$ cat config.mk
export PLATFORM = sky130hd
export DESIGN_NAME = j1_io_uart_flat
export DESIGN_NICKNAME = d
export VERILOG_FILES = /design/src/rtl/j1_io_uart_pkg.sv /design/src/rtl/j1_io_uart_if.sv /design/src/rtl/j1_io_uart_fifo.sv /design/src/rtl/j1_io_uart.sv /design/src/flat_wrapper.sv
export SDC_FILE = /design/constraint.sdc
export NUM_CORES = 1
export LEC_CHECK = 0
export CAP_MARGIN = 0
export CORE_AREA = 2 2 118 120
export DETAILED_ROUTE_END_ITERATION = 16
export DIE_AREA = 0 0 120 122
export GPL_TIMING_DRIVEN = 0
export PLACE_DENSITY = 0.74
export SLEW_MARGIN = 15
export SYNTH_ARGS = -nofsm -noshare
export SYNTH_HDL_FRONTEND = slang
export SYNTH_HIERARCHICAL = 1
export SYNTH_SLANG_ARGS = --single-unit
$ cat constraint.sdc
create_clock -name clk -period 3.56 [get_ports clk]
set_clock_uncertainty 0.05 [all_clocks]
set_input_delay 0.712 -clock clk [delete_from_list [all_inputs] [get_ports clk]]
set_output_delay 0.712 -clock clk [all_outputs]
set_load 0.03 [all_outputs]
$ cat src/rtl/j1_io_uart_pkg.sv
// j1_io_pkg: address map, status bit positions and UART state types for the J1 I/O block
package j1_io_pkg;
    localparam logic [15:0] IO_UART_DATA = 16'h1000;
    localparam logic [15:0] IO_UART_STAT = 16'h2000;
    localparam logic [15:0] IO_LEDS      = 16'h4000;
    localparam logic [15:0] IO_CYCLES    = 16'h8000;
    localparam int ST_TX_READY   = 0;
    localparam int ST_RX_VALID   = 1;
    localparam int ST_RX_OVERRUN = 2;
    localparam int ST_FRAME_ERR  = 3;
    localparam int ST_TX_BUSY    = 4;
    typedef enum logic [1:0] {TX_IDLE, TX_START, TX_DATA, TX_STOP} tx_state_t;
    typedef enum logic [1:0] {RX_IDLE, RX_START, RX_DATA, RX_STOP} rx_state_t;
endpackage

$ cat src/rtl/j1_io_uart_if.sv
// j1_io_uart_if: J1 CPU I/O bus (strobes, address, write data, read data)
interface j1_io_uart_if #(parameter int WIDTH = 16);
    logic [WIDTH-1:0] io_addr;
    logic             io_wr;
    logic             io_rd;
    logic [WIDTH-1:0] io_dout;
    logic [WIDTH-1:0] io_din;
    modport master (output io_addr, io_wr, io_rd, io_dout, input io_din);
    modport slave (input io_addr, io_wr, io_rd, io_dout, output io_din);
endinterface

$ cat src/rtl/j1_io_uart_fifo.sv
// io_fifo: synchronous FIFO; a push into a full FIFO is accepted when a pop frees the slot in the same cycle
module io_fifo #(
    parameter int WIDTH = 8,
    parameter int DEPTH = 4
) (
    input  logic             clk,
    input  logic             resetq,
    input  logic             push,
    input  logic             pop,
    input  logic [WIDTH-1:0] din,
    output logic [WIDTH-1:0] dout,
    output logic             full,
    output logic             empty
);
    localparam int AW = $clog2(DEPTH);
    logic [WIDTH-1:0] mem [DEPTH];
    logic [AW-1:0] rp, wp;
    logic [AW:0] cnt;
    logic do_push, do_pop;
    assign full = cnt == (AW+1)'(DEPTH);
    assign empty = cnt == '0;
    assign do_pop = pop && !empty;
    assign do_push = push && (!full || do_pop);
    assign dout = mem[rp];
    always_ff @(posedge clk or negedge resetq)
        if (!resetq) begin
            rp <= '0;
            wp <= '0;
            cnt <= '0;
        end else begin
            rp <= rp + AW'(do_pop);
            wp <= wp + AW'(do_push);
            cnt <= cnt + (AW+1)'(do_push) - (AW+1)'(do_pop);
        end
    always_ff @(posedge clk)
        if (do_push) mem[wp] <= din;
endmodule

$ cat src/rtl/j1_io_uart.sv
// j1_io_uart: J1 I/O-bus peripheral with 8N1 UART, LED register and free-running cycle counter
module j1_io_uart import j1_io_pkg::*; #(
    parameter int WIDTH        = 16,
    parameter int CLKS_PER_BIT = 104,
    parameter int FIFO_DEPTH   = 4
) (
    input  logic         clk,
    input  logic         resetq,
    j1_io_uart_if.slave  bus,
    input  logic         uart_rx,
    output logic         uart_tx,
    output logic [7:0]   leds
);
    localparam int CW = $clog2(CLKS_PER_BIT);
    localparam logic [CW-1:0] BIT_END = CW'(CLKS_PER_BIT - 1);
    localparam logic [CW-1:0] HALF_END = CW'(CLKS_PER_BIT / 2 - 1);
    logic sel_data, sel_stat, sel_leds, sel_cyc;
    logic tx_push, tx_pop, tx_full, tx_empty, tx_tick;
    logic rx_push, rx_pop, rx_full, rx_empty, rx_tick, rx_mid, rx_sample;
    logic ovr_set, ferr_set, stat_clr, rx_overrun, frame_err;
    logic rx_s1, rx_s2, rx_hold;
    logic [7:0] tx_head, rx_head, tx_shift, rx_shift;
    logic [2:0] tx_bit, rx_bit;
    logic [CW-1:0] tx_cnt, rx_cnt;
    logic [WIDTH-1:0] cycles, stat;
    logic unused_hi;
    tx_state_t tx_state, tx_next;
    rx_state_t rx_state, rx_next;
    assign sel_data = bus.io_addr == IO_UART_DATA;
    assign sel_stat = bus.io_addr == IO_UART_STAT;
    assign sel_leds = bus.io_addr == IO_LEDS;
    assign sel_cyc = bus.io_addr == IO_CYCLES;
    assign tx_push = bus.io_wr && sel_data;
    assign rx_pop = bus.io_rd && sel_data;
    assign stat_clr = bus.io_rd && sel_stat;
    assign unused_hi = ^bus.io_dout[WIDTH-1:8];
    io_fifo #(.WIDTH(8), .DEPTH(FIFO_DEPTH)) u_tx_fifo (
        .clk(clk), .resetq(resetq), .push(tx_push), .pop(tx_pop), .din(bus.io_dout[7:0]),
        .dout(tx_head), .full(tx_full), .empty(tx_empty)
    );
    io_fifo #(.WIDTH(8), .DEPTH(FIFO_DEPTH)) u_rx_fifo (
        .clk(clk), .resetq(resetq), .push(rx_push), .pop(rx_pop), .din(rx_shift),
        .dout(rx_head), .full(rx_full), .empty(rx_empty)
    );
    always_ff @(posedge clk or negedge resetq)
        if (!resetq) begin
            leds <= '0;
            cycles <= '0;
            rx_overrun <= 1'b0;
            frame_err <= 1'b0;
        end else begin
            cycles <= cycles + WIDTH'(1);
            if (bus.io_wr && sel_leds) leds <= bus.io_dout[7:0];
            rx_overrun <= ovr_set || (rx_overrun && !stat_clr);
            frame_err <= ferr_set || (frame_err && !stat_clr);
        end
    assign tx_tick = tx_cnt == BIT_END;
    always_ff @(posedge clk or negedge resetq)
        if (!resetq) tx_state <= TX_IDLE;
        else tx_state <= tx_next;
    always_comb
        tx_next = tx_state == TX_IDLE  ? (tx_empty ? TX_IDLE : TX_START)
                : !tx_tick             ? tx_state
                : tx_state == TX_START ? TX_DATA
                : tx_state == TX_DATA  ? (tx_bit == 3'd7 ? TX_STOP : TX_DATA)
                :                        TX_IDLE;
    always_comb begin
        tx_pop = tx_state == TX_IDLE && !tx_empty;
        uart_tx = tx_state == TX_START ? 1'b0 : tx_state == TX_DATA ? tx_shift[0] : 1'b1;
    end
    always_ff @(posedge clk or negedge resetq)
        if (!resetq) begin
            tx_cnt <= '0;
            tx_bit <= '0;
            tx_shift <= '0;
        end else begin
            tx_cnt <= (tx_state == TX_IDLE || tx_tick) ? '0 : tx_cnt + CW'(1);
            if (tx_pop) tx_shift <= tx_head;
            else if (tx_state == TX_DATA && tx_tick) begin
                tx_shift <= tx_shift >> 1;
                tx_bit <= tx_bit + 3'd1;
            end
        end
    assign rx_tick = rx_cnt == BIT_END;
    assign rx_mid = rx_cnt == HALF_END;
    always_ff @(posedge clk or negedge resetq)
        if (!resetq) rx_state <= RX_IDLE;
        else rx_state <= rx_next;
    // after a bad stop bit, rx_hold keeps us in STOP until the line idles high
    always_comb
        rx_next = rx_state == RX_IDLE  ? (rx_s2 ? RX_IDLE : RX_START)
                : rx_state == RX_START ? (!rx_mid ? RX_START : rx_s2 ? RX_IDLE : RX_DATA)
                : rx_state == RX_DATA  ? (rx_tick && rx_bit == 3'd7 ? RX_STOP : RX_DATA)
                : (rx_hold || rx_tick) && rx_s2 ? RX_IDLE : RX_STOP;
    always_comb begin
        rx_sample = rx_state == RX_STOP && rx_tick && !rx_hold;
        rx_push = rx_sample && rx_s2;
        ferr_set = rx_sample && !rx_s2;
        ovr_set = rx_push && rx_full && !rx_pop;
    end
    always_ff @(posedge clk or negedge resetq)
        if (!resetq) begin
            rx_s1 <= 1'b1;
            rx_s2 <= 1'b1;
            rx_hold <= 1'b0;
            rx_cnt <= '0;
            rx_bit <= '0;
            rx_shift <= '0;
        end else begin
            rx_s1 <= uart_rx;
            rx_s2 <= rx_s1;
            rx_hold <= ferr_set || (rx_hold && !rx_s2);
            rx_cnt <= (rx_state == RX_IDLE || rx_next != rx_state || rx_tick) ? '0 : rx_cnt + CW'(1);
            if (rx_state == RX_DATA && rx_tick) begin
                rx_shift <= {rx_s2, rx_shift[7:1]};
                rx_bit <= rx_bit + 3'd1;
            end
        end
    always_comb begin
        stat = '0;
        stat[ST_TX_READY] = !tx_full;
        stat[ST_RX_VALID] = !rx_empty;
        stat[ST_RX_OVERRUN] = rx_overrun;
        stat[ST_FRAME_ERR] = frame_err;
        stat[ST_TX_BUSY] = tx_state != TX_IDLE || !tx_empty;
    end
    assign bus.io_din = sel_data ? {{(WIDTH-8){1'b0}}, rx_empty ? 8'h00 : rx_head}
                      : sel_stat ? stat
                      : sel_leds ? {{(WIDTH-8){1'b0}}, leds}
                      : sel_cyc  ? cycles
                      :            '0;
endmodule

$ cat src/flat_wrapper.sv
// flat-port wrapper written by rule: the top's interface ports become plain ports
module j1_io_uart_flat import j1_io_pkg::*;
#(
    parameter int WIDTH        = 16,
    parameter int CLKS_PER_BIT = 104,
    parameter int FIFO_DEPTH   = 4
)
  (clk, resetq, uart_rx, uart_tx, leds, bus_io_addr, bus_io_wr, bus_io_rd, bus_io_dout, bus_io_din);
  j1_io_uart_if #(.WIDTH(WIDTH)) bus_i ();
  input  logic clk;
  input  logic resetq;
  input  logic uart_rx;
  output logic uart_tx;
  output logic [7:0] leds;
  input wire logic [$bits(bus_i.io_addr)-1:0] bus_io_addr;
  input wire logic [$bits(bus_i.io_wr)-1:0] bus_io_wr;
  input wire logic [$bits(bus_i.io_rd)-1:0] bus_io_rd;
  input wire logic [$bits(bus_i.io_dout)-1:0] bus_io_dout;
  output wire logic [$bits(bus_i.io_din)-1:0] bus_io_din;
  assign bus_i.io_addr = bus_io_addr;
  assign bus_i.io_wr = bus_io_wr;
  assign bus_i.io_rd = bus_io_rd;
  assign bus_i.io_dout = bus_io_dout;
  assign bus_io_din = bus_i.io_din;
  j1_io_uart #(.WIDTH(WIDTH), .CLKS_PER_BIT(CLKS_PER_BIT), .FIFO_DEPTH(FIFO_DEPTH)) u_core (.clk(clk), .resetq(resetq), .bus(bus_i), .uart_rx(uart_rx), .uart_tx(uart_tx), .leds(leds));
endmodule
==> results.cfg, run 1 <==
[synthesis]
synthMuxAreaShare_pct = 10.5
yosysMostFrequentCell = dfrtp_1
ys_seq_elements = 147
yosys.area.top_type_share_pct = 31.0
ys_types = 66
synth_top_family_by_area = simple AND/OR/NAND/NOR gates
synth_warnings = 6
ys_seq_area_share_pct = 61.2
synth_compound_area_share_pct = 5.17
synth_edf_count = 64
yosys.area_share.xor_xnor_pct = 4.56
synth_nets = 509
synthArstFlopShare_pct = 56.5
synthesis.area_um2 = 6540
post_synth_and_or_nand_nor_area_fraction_pct = 12.8
yosysTopAreaCell = dfrtp_1
syn_inst = 454
synthAdderAreaFrac_pct = 3.68
synth_common_cells = dfrtp_1 (81), edfxtp_1 (64), nand2_1 (21)
synth_ff_type = dfrtp_1
synthTopCellsByArea = dfrtp_1 (31%), edfxtp_1 (29%), mux4_2 (5.5%), ha_1 (3.1%), xnor2_1 (2.4%)
syn_area_per_cell_um2 = 14.4

[detailed_routing]
ant_nets = 0
vias = 3932
drt_drc_violations_left = 0
drtIter0Drc = 256
detail_route.wl_per_cell_um = 17.9
drt_wl_total_mm = 13.1
avgViaCountPerCell = 5.38
dr.pass1.iters = 5

[timing]
fmax_mhz = 286
tightest_slew_ns = 0.799
setup_ws_ns = 0.0620
final-hold-violation-count = 0
slew_headroom_pct = 46.5
period_share_pct = 98.3
setup_viol = 0
slew_violations = 0
rsz0062_at_grt = false
period_minus_slack_ns = 3.50

[clocking]
cts_buffer_depth = 2
htree_levels = 4
cts-root-buf = clkbuf_16
cts.sinks = 147
clock_latency_ns = 0.42
cts_tree = yes
cts_buffers = 17
clk_pin_slew_ns = 0.06

[worst_setup_path]
setup.worst_path.class = input port to primary output
worstPathArrival_ns = 2.74
r2r_end = u_core/u_tx_fifo/cnt[2]
crit_required_ns = 2.80
critPathLaunchType = input port
end_kind = primary output
rr_worst_depth = 10
reg2reg_from = u_core/tx_state[0]
regToRegSetupSlack_ns = 0.33
critical_path.max_fanout = 10

[pwr]
power-per-cell-area_nw_per_um2 = 460
fin_total_pwr_mw = 3.72
power_leakage_nw = 3.57
ir_worst_vdd_mv = 0.285
intPower_mw = 2.99
seq_power_share_pct = 47.6
combPwrFrac_pct = 2.1
switching_share_pct = 19.6
power_switching_mw = 0.729
clockPowerShare_pct = 50.4

[run_status]
outcome = finished clean

[layout]
fillers = 1039
fin_nets = 593
drive_above_1_share_pct = 24.3
area_growth_pct = 23.9
antenna_cells = 0

[global_routing]
grt_max_degree = 52
grt_first_pass_wirelength_mm = 21.3
grt_use_total_pct = 19.4
grt-ovfl-total = 0
antenna_found_initial = 0
grt_pass1_vias = 4139

[run]
max_cap_viol_count = 0

[die]
die_w_um = 120
dieArea_um2 = 14600
io_pins = 62
num_rows = 43
core_area_um2 = 13500
start_util_pct = 48.4
dieHeight_um = 122

[placement]
dp_hpwl_mm = 8.95
preCtsSetupSlack_ns = -0.927
routabilityCongestion = 0.804
port_buffers = 53

[min_path]
hp-class = input port to asynchronous set/reset pin
[critical path, stage by stage]
cell            delay [ns]
dlymetal6s2s_1        0.12
or4_4                 0.55
buf_4                 0.16
nor4_4                0.35
buf_6                 0.18
buf_4                 0.16
nand4b_1              0.11
nand3_1               0.16
buf_2                 0.22
[repair_timing]
action                     CTS  global route
hold buffers                 0             0
buffers inserted             9             1
cloned                       0             0
pin swaps                    8             7
setup endpoints to repair   82            33
resized for setup           97            15
[cells in the final DEF (no fill, tap or decap), types with 5 or more instances in the layout]
master / synthesis / final
nand3_1: 19 / 18
clkdlybuf4s50_1: 0 / 23
mux4_2: 16 / 16
and2_1: 5 / 5
and3_1: 14 / 14
buf_6: 2 / 7
mux2_2: 12 / 12
xnor2_1: 18 / 18
mux2i_1: 7 / 7
dlygate4sd2_1: 0 / 8
nand2_1: 21 / 21
clkbuf_1: 6 / 6
ha_1: 16 / 16
inv_1: 17 / 17
nor2_1: 19 / 19
dlymetal6s2s_1: 0 / 7
nor2b_1: 5 / 5
nor3_1: 8 / 6
xor2_1: 16 / 16
mux2_4: 8 / 8
buf_2: 5 / 11
edfxtp_1: 64 / 64
buf_4: 0 / 15
clkbuf_16: 0 / 17
dfrtp_1: 81 / 81
o21ai_0: 13 / 13
a21oi_1: 8 / 8
[layer usage]
layer / up-vias / global-route usage (%) / routed length (µm)
met5: - / 0 / 0
met4: 0 / 7.87 / 259
met3: 18 / 4.78 / 538
met2: 97 / 32.5 / 6690
met1: 1957 / 24.2 / 5610
li1: 1860 / - / -
[final cells by class]
| cell class | instances | area, µm² | share of cell area [%] |
|---|---|---|---|
| clock buffers | 19 | 443 | 5.47 |
| well taps | 180 | 225 | 2.78 |
| multi-input cells | 276 | 2500 | 30.8 |
| inverters | 18 | 67.6 | 0.834 |
| repair buffers | 66 | 617 | 7.62 |
| flip-flops and latches | 147 | 4000 | 49.4 |
| plain buffers | 12 | 68.8 | 0.850 |
| clock inverters | 13 | 180 | 2.22 |
[cells by family (layout without fill, tap and decap cells)]
group                      Yosys count  count (layout)
AOI/OAI and AO/OA                   45              45
muxes                               43              43
adders and majority gates           18              18
xor gates and xnor gates            34              34
buffers and inverters               31             128
and+or+nand+nor                    136             136
DFF                                147             147
[how the worst max path moves through the flow]
| stage | slack (ns) | from | to |
|---|---|---|---|
| after global routing | 0.002 | bus_io_addr[5] | bus_io_din[7] |
| after CTS | -0.01 | bus_io_addr[5] | bus_io_din[0] |
| final | 0.06 | bus_io_addr[3] | bus_io_din[3] |
| after global placement | -1.35 | bus_io_addr[9] | u_core/u_rx_fifo/mem[0][4] |
| after floorplan | 0.04 | bus_io_addr[9] | bus_io_din[0] |
| after detailed placement | -0.93 | bus_io_addr[9] | bus_io_din[3] |
[registers in the layout, summed over array words and instances, names as in the netlist, 2 cells and up]
| signal | cells |
|---|---|
| u_core/u_tx_fifo/mem | 32 |
| u_core/tx_shift | 8 |
| u_core/rx_shift | 8 |
| u_core/tx_cnt | 7 |
| u_core/rx_state | 2 |
| u_core/u_rx_fifo/rp | 2 |
| u_core/u_tx_fifo/cnt | 3 |
| u_core/tx_bit | 3 |
| u_core/u_rx_fifo/mem | 32 |
| u_core/cycles | 16 |
| u_core/u_tx_fifo/rp | 2 |
| u_core/rx_bit | 3 |
| u_core/rx_cnt | 7 |
| u_core/tx_state | 2 |
| u_core/u_rx_fifo/wp | 2 |
| u_core/u_tx_fifo/wp | 2 |
| u_core/leds | 8 |
| u_core/u_rx_fifo/cnt | 3 |
[power groups by stage]
stage               sequential, mW  combinational (mW)  clock, mW
floorplan                     1.80              0.0112          0
global placement              1.80              0.0713          0
detailed placement            1.80              0.0772          0
CTS                           1.77              0.0786       1.91
global route                  1.77              0.0859       1.99
finish                        1.77              0.0775       1.88
[per-stage QoR]
stage | cells | util (%) | cell area (µm²) | setup TNS, ns | hold WS [ns]
2_1_floorplan | 454 | - | 6540 | 0 | 0.295
3_3_place_gp | 687 | 54.0 | 7290 | -176.87 | 0.297
3_5_place_dp | 690 | 54.6 | 7370 | -46.53 | 0.301
4_1_cts | 730 | 59.6 | 8050 | -0.0190 | 0.201
5_1_grt | 731 | 60.0 | 8100 | 0 | 0.230
6_report | 731 | 60.0 | 8100 | 0 | 0.201
Power figures use the tool's default switching activity.
==> run 2: changes to the inputs <==
--- a/config.mk
+++ b/config.mk
@@ -6,13 +6,12 @@
 export NUM_CORES = 1
 export LEC_CHECK = 0
 export CAP_MARGIN = 0
-export CORE_AREA = 2 2 118 120
+export CORE_AREA = 2 2 117 119
 export DETAILED_ROUTE_END_ITERATION = 16
-export DIE_AREA = 0 0 120 122
+export DIE_AREA = 0 0 119 121
 export GPL_TIMING_DRIVEN = 0
 export PLACE_DENSITY = 0.74
 export SLEW_MARGIN = 15
 export SYNTH_ARGS = -nofsm -noshare
 export SYNTH_HDL_FRONTEND = slang
-export SYNTH_HIERARCHICAL = 1
 export SYNTH_SLANG_ARGS = --single-unit
==> run 2 against run 1 <==
  * Clock power down 16%
  * Non-clock buffer count unchanged
  * Worst setup slack worse by 0.020 ns
  * Largest cell class unchanged
  * First-iteration DRC count down 32%
  * Fmax down 0.57%
  * Synthesized area down 1.8%
  * Sequential share of layout area up 1.8 points
  * Global-route usage down 0.34 points
  * Cell count down 2.1%
==> results.cfg, run 2 <==
[layout]
antenna_cells = 0
regArea_um2 = 4000
area_growth_pct = 21.7
final_core_util_pct = 59.7
multi_input_area_um2 = 2380
mostFrequentLayoutCells = dfrtp_1 (81), edfxtp_1 (64), nor2_1 (26), clkdlybuf4s50_1 (26)
top_regs = u_core.u_rx_fifo.mem x32, u_core.u_tx_fifo.mem x32, u_core.cycles x16
final_area_um2 = 7810
mostFrequentLayoutCell = dfrtp_1
fin_nets = 584
fillers = 1008
drive_above_1_share_pct = 22.6

[timing]
final.setup.tns_ns = 0
rsz0062_at_grt = true
slew_violations = 0
fmax_mhz = 284
tightest_slew_ns = 0.789
period_minus_slack_ns = 3.52
setup_viol = 0
slew_headroom_pct = 47.1
period_share_pct = 98.8
final-hold-violation-count = 0
whs_ns = 0.227

[synthesis]
synthTopCellsByArea = dfrtp_1 (32%), edfxtp_1 (30%), mux4_2 (5.6%), mux2_2 (3.7%), ha_1 (3.5%)
synth_edf_count = 64
synth_ff_type = dfrtp_1
synth_warnings = 0
synthesis.area_um2 = 6420
synthArstFlopShare_pct = 56.5
yosysTopAreaCell = dfrtp_1
yosysMostFrequentCell = dfrtp_1
yosys.area.top_type_share_pct = 31.6
synth_common_cells = dfrtp_1 (81), edfxtp_1 (64), nor2_1 (26)
ys_types = 50
ys_seq_area_share_pct = 62.4
syn_area_per_cell_um2 = 14.4
syn_inst = 445
synth_nets = 502
ys_seq_elements = 147

[worst_setup_path]
critPathLaunchType = input port
critPathSlowestCell = or4_4
setup.worst_path.class = input port to primary output
crit_family = simple AND/OR/NAND/NOR gates
critPathBufInv = 2
timing.critical_path.mode_cell = or4_4
crit_chain = clkdlybuf4s50_1 -> or4_4 -> or4_4 -> nor3_4 -> a221o_1 -> buf_6
end_kind = primary output
crit_required_ns = 2.80
critical_path.max_fanout = 5
max_stage_delay_ns = 0.62
worstPathArrival_ns = 2.76

[clocking]
hold_buffers = 0
clock_latency_ns = 0.43
htree_levels = 4
cts_buffers = 17
cts-root-buf = clkbuf_16
cts_tree = yes
cts_buffer_depth = 2
clk_pin_slew_ns = 0.06
cts.sinks = 147

[detailed_routing]
drtIter0Drc = 175
vias = 3881
avgViaCountPerCell = 5.42
drt_drc_violations_left = 0
drt_wl_total_mm = 12.6
detail_route.wl_per_cell_um = 17.5
dr.pass1.iters = 4
ant_nets = 0

[placement]
routabilityCongestion = 0.797
port_buffers = 53
placed_area_um2 = 7250
dp_hpwl_mm = 8.67

[min_path]
hp-class = input port to asynchronous set/reset pin

[pwr]
power_leakage_nw = 3.38
ir_worst_vdd_mv = 0.299
power-per-cell-area_nw_per_um2 = 437

[run]
max_cap_viol_count = 0

[die]
io_pins = 62
core_area_um2 = 13100
die_w_um = 119
dieArea_um2 = 14400
dieHeight_um = 121
num_rows = 42
start_util_pct = 49.0

[global_routing]
grt-ovfl-total = 0
antenna_found_initial = 0
grt_first_pass_wirelength_mm = 20.6
grt_pass1_vias = 4031
grt_use_total_pct = 19.0
grt_max_degree = 45

[run_status]
outcome = finished clean
-- run 2: layer usage --
metal,wire length [µm],vias to the layer above,global-route usage (%)
met5,0,-,0
met4,252,0,7.44
met3,614,18,5.12
met2,6680,88,32.7
met1,5010,1950,23.0
li1,-,1825,-
-- run 2: metrics by stage --
step	power [mW]	std cells	worst slack, ns
CTS	3.45	715	0.00367
global route	3.53	716	-0.0705
global placement	1.87	674	-1.26
detailed placement	1.88	678	-0.814
finish	3.41	716	0.0419
floorplan	1.81	445	0.296
-- run 2: worst paths after layout --
kind,startpoint,endpoint,slack [ns],cells past startpoint
max in group asynchronous,resetq,u_core.rx_s1,2.54,2
worst max register to register,u_core.rx_cnt[3],u_core.u_rx_fifo.cnt[2],0.30,12
worst min-delay path,resetq,u_core.tx_shift[3],0.23,1
worst min register to register,u_core.rx_s1,u_core.rx_s2,0.31,0
min in group clk,u_core.rx_s1,u_core.rx_s2,0.31,0
worst max-delay path,bus_io_addr[0],bus_io_din[2],0.04,6
-- run 2: area by class of cell --
type,count,area share (%)
clock buffers,18,5.50
well taps,176,2.82
inverters,14,0.673
flip-flops and latches,147,51.3
plain buffers,15,0.849
clock inverters,14,1.12
multi-input cells,269,30.4
repair buffers,63,7.34
-- run 2: report_power, final --
| part | switching [mW] | leakage [nW] | total, mW | internal (mW) |
|---|---|---|---|---|
| sequential | 0.00162 | 1.74 | 1.77 | 1.77 |
| combinational | 0.0420 | 1.39 | 0.0744 | 0.0324 |
| clock | 0.687 | 0.245 | 1.57 | 0.880 |
-- run 2: repair_timing --
item,4_1_cts,5_1_grt
pin swaps,7,7
endpoints found under the hold margin,0,0
buffers inserted,5,1
resized for setup,84,25
endpoints found under the setup margin,16,17
-- run 2: cells by family after synthesis --
group	Yosys count	share of synthesized area, %
multiplexers	44	10.4
flip-flops	147	62.4
buffers and inverters	29	1.75
AO/OA/AOI/OAI	37	4.15
XOR/XNOR	33	4.50
AND/OR/NAND/NOR	135	12.7
adder cells (fa/ha/maj)	20	4.13
==> run 3: changes to the inputs <==
--- a/config.mk
+++ b/config.mk
@@ -7,6 +7,7 @@
 export LEC_CHECK = 0
 export CAP_MARGIN = 0
 export CORE_AREA = 2 2 117 119
+export CTS_CLUSTER_SIZE = 16
 export DETAILED_ROUTE_END_ITERATION = 16
 export DIE_AREA = 0 0 119 121
 export GPL_TIMING_DRIVEN = 0
==> results of run 3 <==
The final DEF is identical to that of run 2; final timing and power are the same.
